<file path="src/rtl/pipelined_addsub.sv">
// Pipelined WIDTH-bit add/subtract with Z/V/N flags and a valid/ready handshake.
// Optional saturation on overflow is enabled by defining PIPELINED_ADDSUB_SAT_EN.
module pipelined_addsub #(
    parameter int unsigned WIDTH  = 32,
    parameter int unsigned STAGES = 2
) (
    input  logic             clk,
    input  logic             rst,
    input  logic             in_valid,
    output logic             in_ready,
    input  logic [WIDTH-1:0] A,
    input  logic [WIDTH-1:0] B,
    input  logic             ctrl,
    input  logic             Sign,
    output logic             out_valid,
    input  logic             out_ready,
    output logic [WIDTH-1:0] dout,
    output logic             Z,
    output logic             V,
    output logic             N
);

    localparam int unsigned SEG  = WIDTH / STAGES;
    localparam int unsigned LAST = STAGES - 1;

    logic stall;
    logic adv;

    assign stall    = out_valid & ~out_ready;
    assign adv      = ~stall;
    assign in_ready = ~stall;

    // Each stage consumes the low SEG bits of the operand remnant it receives; the
    // unconsumed high bits and the completed low result bits travel with the op.
    for (genvar k = 0; k < STAGES; k++) begin : g_stage
        localparam int unsigned RIN = WIDTH - k * SEG;

        logic [RIN-1:0] a_in;
        logic [RIN-1:0] b_in;
        logic           c_in;
        logic           ctrl_in;
        logic           sign_in;
        logic           vld_in;
        logic [SEG:0]   seg_sum;

        if (k == 0) begin : g_head
            assign a_in    = A;
            assign b_in    = ctrl ? ~B : B;
            assign c_in    = ctrl;
            assign ctrl_in = ctrl;
            assign sign_in = Sign;
            assign vld_in  = in_valid;
        end else begin : g_link
            assign a_in    = g_stage[k-1].g_reg.a_q;
            assign b_in    = g_stage[k-1].g_reg.b_q;
            assign c_in    = g_stage[k-1].g_reg.c_q;
            assign ctrl_in = g_stage[k-1].g_reg.ctrl_q;
            assign sign_in = g_stage[k-1].g_reg.sign_q;
            assign vld_in  = g_stage[k-1].g_reg.vld_q;
        end

        assign seg_sum = {1'b0, a_in[SEG-1:0]} + {1'b0, b_in[SEG-1:0]} + {{SEG{1'b0}}, c_in};

        if (k < LAST) begin : g_reg
            logic [RIN-SEG-1:0]   a_q;
            logic [RIN-SEG-1:0]   b_q;
            logic [(k+1)*SEG-1:0] lo_q;
            logic [(k+1)*SEG-1:0] lo_d;
            logic                 c_q;
            logic                 ctrl_q;
            logic                 sign_q;
            logic                 vld_q;

            if (k == 0) begin : g_lo_first
                assign lo_d = seg_sum[SEG-1:0];
            end else begin : g_lo_chain
                assign lo_d = {seg_sum[SEG-1:0], g_stage[k-1].g_reg.lo_q};
            end

            always_ff @(posedge clk or posedge rst) begin
                if (rst) begin
                    vld_q  <= 1'b0;
                    a_q    <= '0;
                    b_q    <= '0;
                    lo_q   <= '0;
                    c_q    <= 1'b0;
                    ctrl_q <= 1'b0;
                    sign_q <= 1'b0;
                end else if (adv) begin
                    vld_q  <= vld_in;
                    a_q    <= a_in[RIN-1:SEG];
                    b_q    <= b_in[RIN-1:SEG];
                    lo_q   <= lo_d;
                    c_q    <= seg_sum[SEG];
                    ctrl_q <= ctrl_in;
                    sign_q <= sign_in;
                end
            end
        end
    end

    logic [WIDTH-1:0] sum_fin;
    logic             c_fin;
    logic             ctrl_fin;
    logic             sign_fin;
    logic             vld_fin;
    logic             a_msb;
    logic             b_msb;
    logic             s_msb;

    if (STAGES == 1) begin : g_res_single
        assign sum_fin = g_stage[0].seg_sum[SEG-1:0];
    end else begin : g_res_multi
        assign sum_fin = {g_stage[LAST].seg_sum[SEG-1:0], g_stage[LAST-1].g_reg.lo_q};
    end

    assign c_fin    = g_stage[LAST].seg_sum[SEG];
    assign ctrl_fin = g_stage[LAST].ctrl_in;
    assign sign_fin = g_stage[LAST].sign_in;
    assign vld_fin  = g_stage[LAST].vld_in;
    assign a_msb    = g_stage[LAST].a_in[SEG-1];
    // Recover the original B sign bit from the effective (possibly inverted) operand.
    assign b_msb    = g_stage[LAST].b_in[SEG-1] ^ ctrl_fin;
    assign s_msb    = sum_fin[WIDTH-1];

    logic [WIDTH-1:0] dout_d;
    logic             z_d;
    logic             v_d;
    logic             n_d;

    always_comb begin
        if (sign_fin) begin
            v_d = ctrl_fin ? ((a_msb != b_msb) && (s_msb != a_msb))
                           : ((a_msb == b_msb) && (s_msb != a_msb));
        end else begin
            // Unsigned subtract: borrow is the inverse of the carry out.
            v_d = ctrl_fin ? ~c_fin : c_fin;
        end
        n_d    = sign_fin ? (s_msb ^ v_d) : (ctrl_fin & v_d);
        dout_d = sum_fin;
`ifdef PIPELINED_ADDSUB_SAT_EN
        if (v_d) begin
            if (sign_fin) begin
                dout_d = a_msb ? {1'b1, {(WIDTH-1){1'b0}}} : {1'b0, {(WIDTH-1){1'b1}}};
            end else begin
                dout_d = ctrl_fin ? '0 : '1;
            end
        end
`endif
        z_d = (dout_d == '0);
    end

    always_ff @(posedge clk or posedge rst) begin
        if (rst) begin
            out_valid <= 1'b0;
            dout      <= '0;
            Z         <= 1'b0;
            V         <= 1'b0;
            N         <= 1'b0;
        end else if (adv) begin
            out_valid <= vld_fin;
            if (vld_fin) begin
                dout <= dout_d;
                Z    <= z_d;
                V    <= v_d;
                N    <= n_d;
            end
        end
    end

endmodule

</file>
<file path="config.mk">
export PLATFORM = sky130hd
export DESIGN_NAME = pipelined_addsub
export DESIGN_NICKNAME = d
export VERILOG_FILES = /design/src/rtl/pipelined_addsub.sv
export SDC_FILE = /design/constraint.sdc
export NUM_CORES = 1
export LEC_CHECK = 0
export ABC_AREA = 1
export BUFFER_PORTS_ARGS = -buffer_cell sky130_fd_sc_hd__buf_2
export CAP_MARGIN = 20
export CORE_MARGIN = 10
export CORE_UTILIZATION = 51
export DETAILED_ROUTE_END_ITERATION = 8
export PLACE_DENSITY_LB_ADDON = 0.25
export SLEW_MARGIN = 20
export SYNTH_ARGS = -nofsm -noshare
export SYNTH_HDL_FRONTEND = slang
export SYNTH_SLANG_ARGS = --single-unit
</file>
<file path="constraint.sdc">
create_clock -name clk -period 2.5 [get_ports clk]
set_clock_uncertainty 0.2 [all_clocks]
set_input_delay 0.25 -clock clk [delete_from_list [all_inputs] [get_ports clk]]
set_output_delay 0.25 -clock clk [all_outputs]
set_load 0.03 [all_outputs]
</file>
Yosys cells after proc, flatten, opt, wreduce, memory -nomap -nowiden
Index checks and enable logic that the tools add are counted.
{ "classes": {"addsub": 4, "n_mul": 0, "div": 0, "n_lt_le_gt_ge": 0, "n_eq_ne": 3, "shift": 0, "n_mux": 5, "bitwise": 8, "n_reduce_logical": 4} }
{ "op_table": {"columns": ["op", "n"], "rows": [
  ["$add 16x16->17", 2],
  ["$add 17x1->17", 2],
  ["$logic_not 32->1", 1],
  ["$mux 32", 1],
  ["$not 32->32", 1],
  ["$mux 1", 4],
  ["$not 1->1", 3],
  ["$and 1x1->1", 2],
  ["$logic_and 1x1->1", 2],
  ["$ne 1x1->1", 2],
  ["$reduce_and 2->1", 1],
  ["$xor 1x1->1", 2],
  ["$eq 1x1->1", 1]
]} }
{ "totals": {"reg_bits": 88, "latch_bits": 0, "ramBits": 0, "rom_bits": 0, "input_bits": 70, "wordCells": 36, "n_memories": 0} }

Longest topological paths before layout
Gate-level depths: netlist (run 1).
{ "depth": {"ltp_word": 8, "mapped_depth": 15} }

Worst setup path after synthesis (run 1)
Ideal clock, no wire load.
{ "synth_timing": {"path_type": "input port to flip-flop", "from": "input port ctrl", "to": "register g_stage[0].g_reg.lo_q[8]", "setup_ps": 131, "t_arrival_ps": 2048, "slack_ps": 121, "stages": 11, "n_path_buf": 2, "path_cell_list": "buf_4 > buf_2 > xor2_1 > fa_1 > nand3_1 > nand3_1 > a21boi_1 > o21ai_0 > or2_1 > nand3_1 > o21ai_0"} }
{ "synth_via": {"elab_chain_cells": 3} }
{ "synth_lines": {"columns": ["element", "line", "source"], "rows": [
  ["start: declaration", "13", "input logic ctrl,"],
  ["$mux 32", "48", "assign b_in = ctrl ? ~B : B;"],
  ["$add 16x16->17", "62", "assign seg_sum = {1'b0, a_in[SEG-1:0]} + {1'b0, b_in[SEG-1:0]} + {{SEG{1'b0}}, c_in};"],
  ["$add 17x1->17 *", "62", null],
  ["end signal: assignment", "93", "lo_q <= lo_d;"],
  ["end: declaration", "67", "logic [(k+1)*SEG-1:0] lo_q;"]
]} }
Every way passes the cells marked *; elsewhere a longest branch is shown, timed or not.
A chain may end at the register's enable or synchronous reset.

Worst setup path after layout (run 1)
{ "layout_timing": {"from": "register g_stage[0].g_reg.c_q", "to": "register Z"} }
{ "layout_via": {"elab_chain_cells": 2} }
{ "layout_lines": {"columns": ["element", "line", "source"], "rows": [
  ["start: declaration", "69", "logic c_q;"],
  ["start signal: assignment", "94", "c_q <= seg_sum[SEG];"],
  ["$add 17x1->17", "62", null],
  ["$logic_not 32->1", "150", "z_d = (dout_d == '0);"],
  ["end signal: assignment", "164", "Z <= z_d;"],
  ["end: declaration", "18", "output logic Z,"]
]} }
Every way passes these cells.

==> results of run 1 <==
==> stage by stage <==
step | cell area (um^2) | worst slack (ns) | instances | hold WS [ns] | TNS (ns)
after CTS | 6650 | 0.0170 | 995 | 0.000307 | 0
after global placement | 6100 | 0.0628 | 948 | 0.213 | 0
after floorplan | 5400 | 0.121 | 715 | 0.167 | 0
after global routing | 6680 | -0.0178 | 997 | 0.0175 | -0.0289
after detailed placement | 6100 | -0.0115 | 948 | 0.221 | -0.0226
final | 6680 | 0.116 | 997 | 0.00682 | 0
==> cell type report <==
| type | instances | area, um^2 |
|---|---|---|
| fill | 934 | 3640 |
| timing repair buffer | 150 | 951 |
| inverter | 86 | 327 |
| clock buffer | 12 | 145 |
| clock inverter | 4 | 76.3 |
| tap | 136 | 170 |
| sequential | 88 | 2200 |
| multi-input combinational | 521 | 2810 |
==> logic make-up (layout without fill, tap and decap cells) <==
family / count (synthesis) / count (layout) / share of synthesized area (%)
AOI/OAI and AO/OA: 104 / 104 / 10.3
and+or+nand+nor: 348 / 348 / 27.3
buffers and inverters: 106 / 252 / 7.70
adders and majority gates: 33 / 33 / 8.07
DFF: 88 / 88 / 40.8
xor gates and xnor gates: 36 / 36 / 5.84
==> sequential cells by signal, indices dropped and copies added (netlist names) <==
register / cells
g_stage.g_reg.sign_q: 1
g_stage.g_reg.vld_q: 1
g_stage.g_reg.b_q: 16
V: 1
out_valid: 1
g_stage.g_reg.a_q: 16
Z: 1
ctrl_fin: 1
N: 1
g_stage.g_reg.lo_q: 16
dout: 32
g_stage.g_reg.c_q: 1
==> power breakdown <==
| group | total [W] | internal [W] | switching [W] |
|---|---|---|---|
| Sequential | 0.00204 | 0.00181 | 0.000222 |
| Combinational | 0.00262 | 0.000863 | 0.00176 |
| Clock | 0.00112 | 0.000595 | 0.000526 |
==> layout by cell type, fill, tap and decap left out, drive strengths merged <==
| cell type | instances |
|---|---|
| o21ai | 65 |
| nand3b | 1 |
| a21oi | 24 |
| a21boi | 1 |
| dfrtp | 88 |
| xnor2 | 18 |
| clkinvlp | 2 |
| a211oi | 1 |
| xor2 | 18 |
| o21bai | 2 |
| bufinv | 2 |
| nor2 | 43 |
| o22ai | 2 |
| buf | 119 |
| fa | 3 |
| inv | 85 |
| nand4 | 10 |
| clkbuf | 12 |
| clkinv | 1 |
| a31oi | 7 |
| a221oi | 1 |
| a21o | 1 |
| nand3 | 54 |
| and2 | 1 |
| dlygate4sd3 | 31 |
| nand2 | 234 |
| nor3 | 1 |
| or2 | 4 |
| ha | 30 |
==> layer usage <==
layer	track usage, %	part of all wire [%]	vias to the layer above
met1	27.9	49	2278
met4	4.93	1.1	0
met5	0	0	-
li1	-	-	2568
met2	28.3	44	140
met3	3.54	6.6	14
==> how the worst max path moves through the flow <==
| stage | slack [ns] | from | cells past startpoint | to |
|---|---|---|---|---|
| 6_report | 0.12 | g_stage[0].g_reg.c_q | 12 | Z |
| 5_1_grt | -0.02 | g_stage[0].g_reg.c_q | 15 | N |
| 3_5_place_dp | -0.01 | g_stage[0].g_reg.a_q[0] | 12 | Z |
| 3_3_place_gp | 0.06 | ctrl | 9 | g_stage[0].g_reg.lo_q[13] |
| 2_1_floorplan | 0.12 | ctrl | 11 | g_stage[0].g_reg.lo_q[8] |
| 4_1_cts | 0.02 | g_stage[0].g_reg.a_q[0] | 15 | V |
==> what timing repair did <==
action                                  in CTS  in global routing
pin swaps                                    0                  2
endpoints found under the setup margin       2                  5
hold buffers                                31                  0
resized for setup                            2                  8
buffers inserted                             0                  2
hold endpoints to repair                   118                  0
==> tightest hold or removal path, delay by kind of cell <==
kind,cells,cell delay [ns]
buffers and inverters,1,0.09
AO/OA/AOI/OAI,1,0.07
XOR/XNOR,1,0.12
==> flow_metrics.tcl, run 1 <==
set metrics [dict create \
    die_y_um 123 \
    drtAntennaViolNets 0 \
    io_buffers 106 \
    peakVddDrop_v 0.000487 \
    fin_crit_ns 2.38 \
    setup_violations 0 \
    yosysSeqAreaShare_pct 40.8 \
    drv_cap 0 \
    dr.pass1.iters 5 \
    synth_area_per_cell_um2 7.55 \
    critPathLaunchType "flip-flop" \
    clockBufferDepth 2 \
    worstSetupEndpointType "flip-flop" \
    antenna_cells 0 \
    final_max_slew_viol_count 0 \
    netlist_area_um2 5400 \
    slowest_stage "fa_2" \
    syn-instance-count 715 \
    wl_per_cell_um 14.2 \
    hold_viol 0 \
    die-width_um 123 \
    grt-ovfl-total 0 \
    critPathTopFamily "adder cells" \
    yosysWarnings 0 \
    grt_max_degree 89 \
    nets 959 \
    hold_path.class "in -> reg" \
    cts_tree "done" \
    relSlewSlack_pct 69.6 \
    syn2layout_area_growth_pct 23.8 \
    r2r-start "g_stage[0].g_reg.c_q" \
    clk_pin_slew_ns 0.09 \
    synthesis.nets 818 \
    routabilityCongestion 0.909 \
    grt_pass1_wl_um 23400 \
    crit_buf_inv 2 \
    timing.fmax_ghz 0.419 \
    ys_types 38 \
    synthTopCellsByArea "dfrtp_1 41%, nand2_1 16%, ha_1 7.0%" \
    leakage_nw 3.58 \
    grt_pass1_vias 4901 \
    whs_endpoint "g_stage[0].g_reg.b_q[13]" \
    worstSetupPathType "reg -> reg" \
    synth_edf_count 0 \
    cp_max_fo 3 \
    grt_usage_pct 19.1 \
    clock_latency_ns 0.36 \
    h-tree-depth 3 \
    crit_arrival_ns 2.49 \
    cts_buffers 9 \
    power_density_nw_per_um2 865 \
    yosysTopAreaCellShare_pct 40.8 \
    worst_pin_slew_ns 0.457 \
    drive_gt1_share_pct 19.3 \
    async_flop_share_pct 100 \
    viasPerCell 5.02 \
    std_cell_rows 37 \
    crit_chain "fa_2 > inv_2 > fa_2 > inv_2 > nand3_1 > nand2_1 > nand3_1 > nand3_2 > a21oi_2 > xor2_2 > nand3_1 > nand2_1" \
    min_path_cells 3 \
    clock_sinks 88 \
    reg2regPathDepth 12 \
    post-route-util_pct 64.7 \
    synth_top_cell_by_area "dfrtp_1" \
    vias 5000 \
    reg2reg_slack_ns 0.12 \
    die_area_um2 15100 \
    synth.most_common_cell "nand2_1" \
    ios 107 \
    hp-start "B[29]" \
    synth_seq_cells 88 \
    status "finished clean" \
    timing.rr.end "Z" \
    drtIter0Drc 376 \
    place_hpwl_um 11000 \
    core_um2 10300 \
    synth_common_cells "223 x nand2_1, 88 x dfrtp_1, 83 x inv_1" \
    power_w 0.00578 \
    post-route-period-util_pct 95.4 \
    antenna_found_initial 0 \
    yosys_most_used_dff "dfrtp_1" \
    worstPathRequired_ns 2.61 \
    slowest_delay_ns 0.42 \
    initial_utilization_pct 52.3 \
    critPathMostFrequentCell "nand3_1" \
    drc 0 \
    wirelength_um 14200 \
    root_buffer "clkbuf_8" \
]
Power figures use the tool's default switching activity.
==> run 2, diff against run 1 <==
CORE_ASPECT_RATIO = 1.5   (was not set)
SKIP_CTS_REPAIR_TIMING = 1   (was not set)
==> run 2 against run 1 <==
Compared with the run above:
- utilization increased by 1.0 points
- final cell count grew 0.10%
- via count rose by 1.5%
- sequential power barely moved
- worst hold slack about the same
- combinational power increased by 3%
- global-route usage is 0.69 points higher
==> flow_metrics.tcl, run 2 (synthesis gave the netlist of run 1 again) <==
set metrics [dict create \
    place_ws_ns -0.0520 \
    worstPathRequired_ns 2.59 \
    antenna_cells 0 \
    drtAntennaViolNets 0 \
    final_max_slew_viol_count 0 \
    routabilityCongestion 0.910 \
    dp.cells 961 \
    pwr-share-clk_pct 22.0 \
    worstSetupPathType "reg -> reg" \
    power_density_nw_per_um2 898 \
    endpoint "Z" \
    syn2layout_area_growth_pct 24.8 \
    largest_reg_flops 32 \
    clock_latency_ns 0.34 \
    status "finished clean" \
    drc 0 \
    post-route-worst-setup-slack_ns 0.144 \
    post-route-util_pct 65.7 \
    std_cell_rows 45 \
    viasPerCell 5.09 \
    leakage_nw 3.60 \
    timing.rr.end "Z" \
    nets 955 \
    grt_usage_pct 19.8 \
    relSlewSlack_pct 52.7 \
    core_um2 10200 \
    wl_per_cell_um 15.4 \
    initial_utilization_pct 52.7 \
    reg2reg_slack_ns 0.14 \
    worst_pin_slew_ns 0.709 \
    final_common_cell "nand2_1" \
    netSwitchingPower_w 0.00265 \
    cp_max_fo 3 \
    post-route-period-util_pct 94.2 \
    die_y_um 146 \
    place_hpwl_um 12100 \
    io_buffers 106 \
    top_register "dout" \
    peakVddDrop_v 0.000498 \
    h-tree-depth 3 \
    drv_cap 0 \
    sequentialPowerShare_pct 33.6 \
    critPathLaunchType "flip-flop" \
    wirelength_um 15300 \
    worstSetupEndpointType "flip-flop" \
    startpoint "g_stage[0].g_reg.b_q[0]" \
    antenna_found_initial 0 \
    layout_common_cells "219 x nand2_1, 106 x buf_2, 88 x dfrtp_1" \
    clockBufferDepth 2 \
    p_int_w 0.00339 \
    drtIter0Drc 175 \
    root_buffer "clkbuf_16" \
    hold_path.class "in -> reg" \
    grt_max_degree 55 \
    whs_ns 0.00635 \
    cts_tree "done" \
    hold_viol 0 \
    p_sw_share_pct 43.9 \
    die_area_um2 15200 \
    setup_violations 0 \
    ios 107 \
    grt_pass1_vias 5300 \
    grt-ovfl-total 0 \
    die-width_um 104 \
    crit_arrival_ns 2.44 \
    clock_sinks 88 \
    vias 5076 \
    cts_buffers 9 \
    timing.fmax_ghz 0.424 \
    fin_crit_ns 2.36 \
    comb_power_share_pct 44.4 \
    r2r-start "g_stage[0].g_reg.b_q[0]" \
    stdcell_count 998 \
    dr.pass1.iters 8 \
    clk_pin_slew_ns 0.07 \
    grt_pass1_wl_um 24600 \
    drive_gt1_share_pct 20.9 \
    reg2regPathDepth 12 \
]
## run 2: metal layers
metal  GRT usage, %  wire (um)  share of wire (%)
met1           19.1       5600                 37
met2           37.8       8490                 55
met3           4.16        597                3.9
met4           10.5        646                4.2
met5              0          0                  0
## run 2: final cells by class
class | instances | area (um^2)
clock buffer | 9 | 225
timing repair buffer | 146 | 893
sequential | 88 | 2200
multi-input combinational | 521 | 2830
fill | 923 | 3510
clock inverter | 7 | 77.6
inverter | 86 | 327
tap | 141 | 176
## run 2: worst max-delay path, stage by stage, from the launching register on
cell     delay [ns]
dfrtp_1        0.40
fa_2           0.43
inv_2          0.08
fa_2           0.22
inv_2          0.05
nand3_1        0.11
nand2_2        0.07
nand3_2        0.09
nand3_4        0.09
a21oi_2        0.19
xor2_2         0.19
nand3_1        0.10
nand2_1        0.07
## run 2: power by group through the flow
stage	registers, W	clock network (W)	logic [W]
after floorplan	0.00250	0	0.00133
after global placement	0.00204	0	0.00258
after detailed placement	0.00206	0	0.00262
after CTS	0.00203	0.00136	0.00263
after global routing	0.00208	0.00141	0.00298
final	0.00203	0.00133	0.00269
## run 2: worst min-delay path by stage
stage / start / end / slack (ns) / cells after the start
2_1_floorplan: A[26] / g_stage[0].g_reg.a_q[10] / 0.17 / 2
3_3_place_gp: rst / g_stage[0].g_reg.c_q / 0.21 / 3
3_5_place_dp: rst / g_stage[0].g_reg.c_q / 0.22 / 3
4_1_cts: rst / g_stage[0].g_reg.a_q[10] / -0.15 / 3
5_1_grt: B[24] / g_stage[0].g_reg.b_q[8] / 0.01 / 3
6_report: B[23] / g_stage[0].g_reg.b_q[7] / 0.006 / 3
## run 2: through the flow
stage	power, W	setup TNS (ns)	instance area (um^2)
2_1_floorplan	0.00383	0	5400
3_3_place_gp	0.00462	0	6170
3_5_place_dp	0.00467	-0.134	6170
4_1_cts	0.00602	-0.185	6470
5_1_grt	0.00648	-0.0160	6740
6_report	0.00605	0	6740
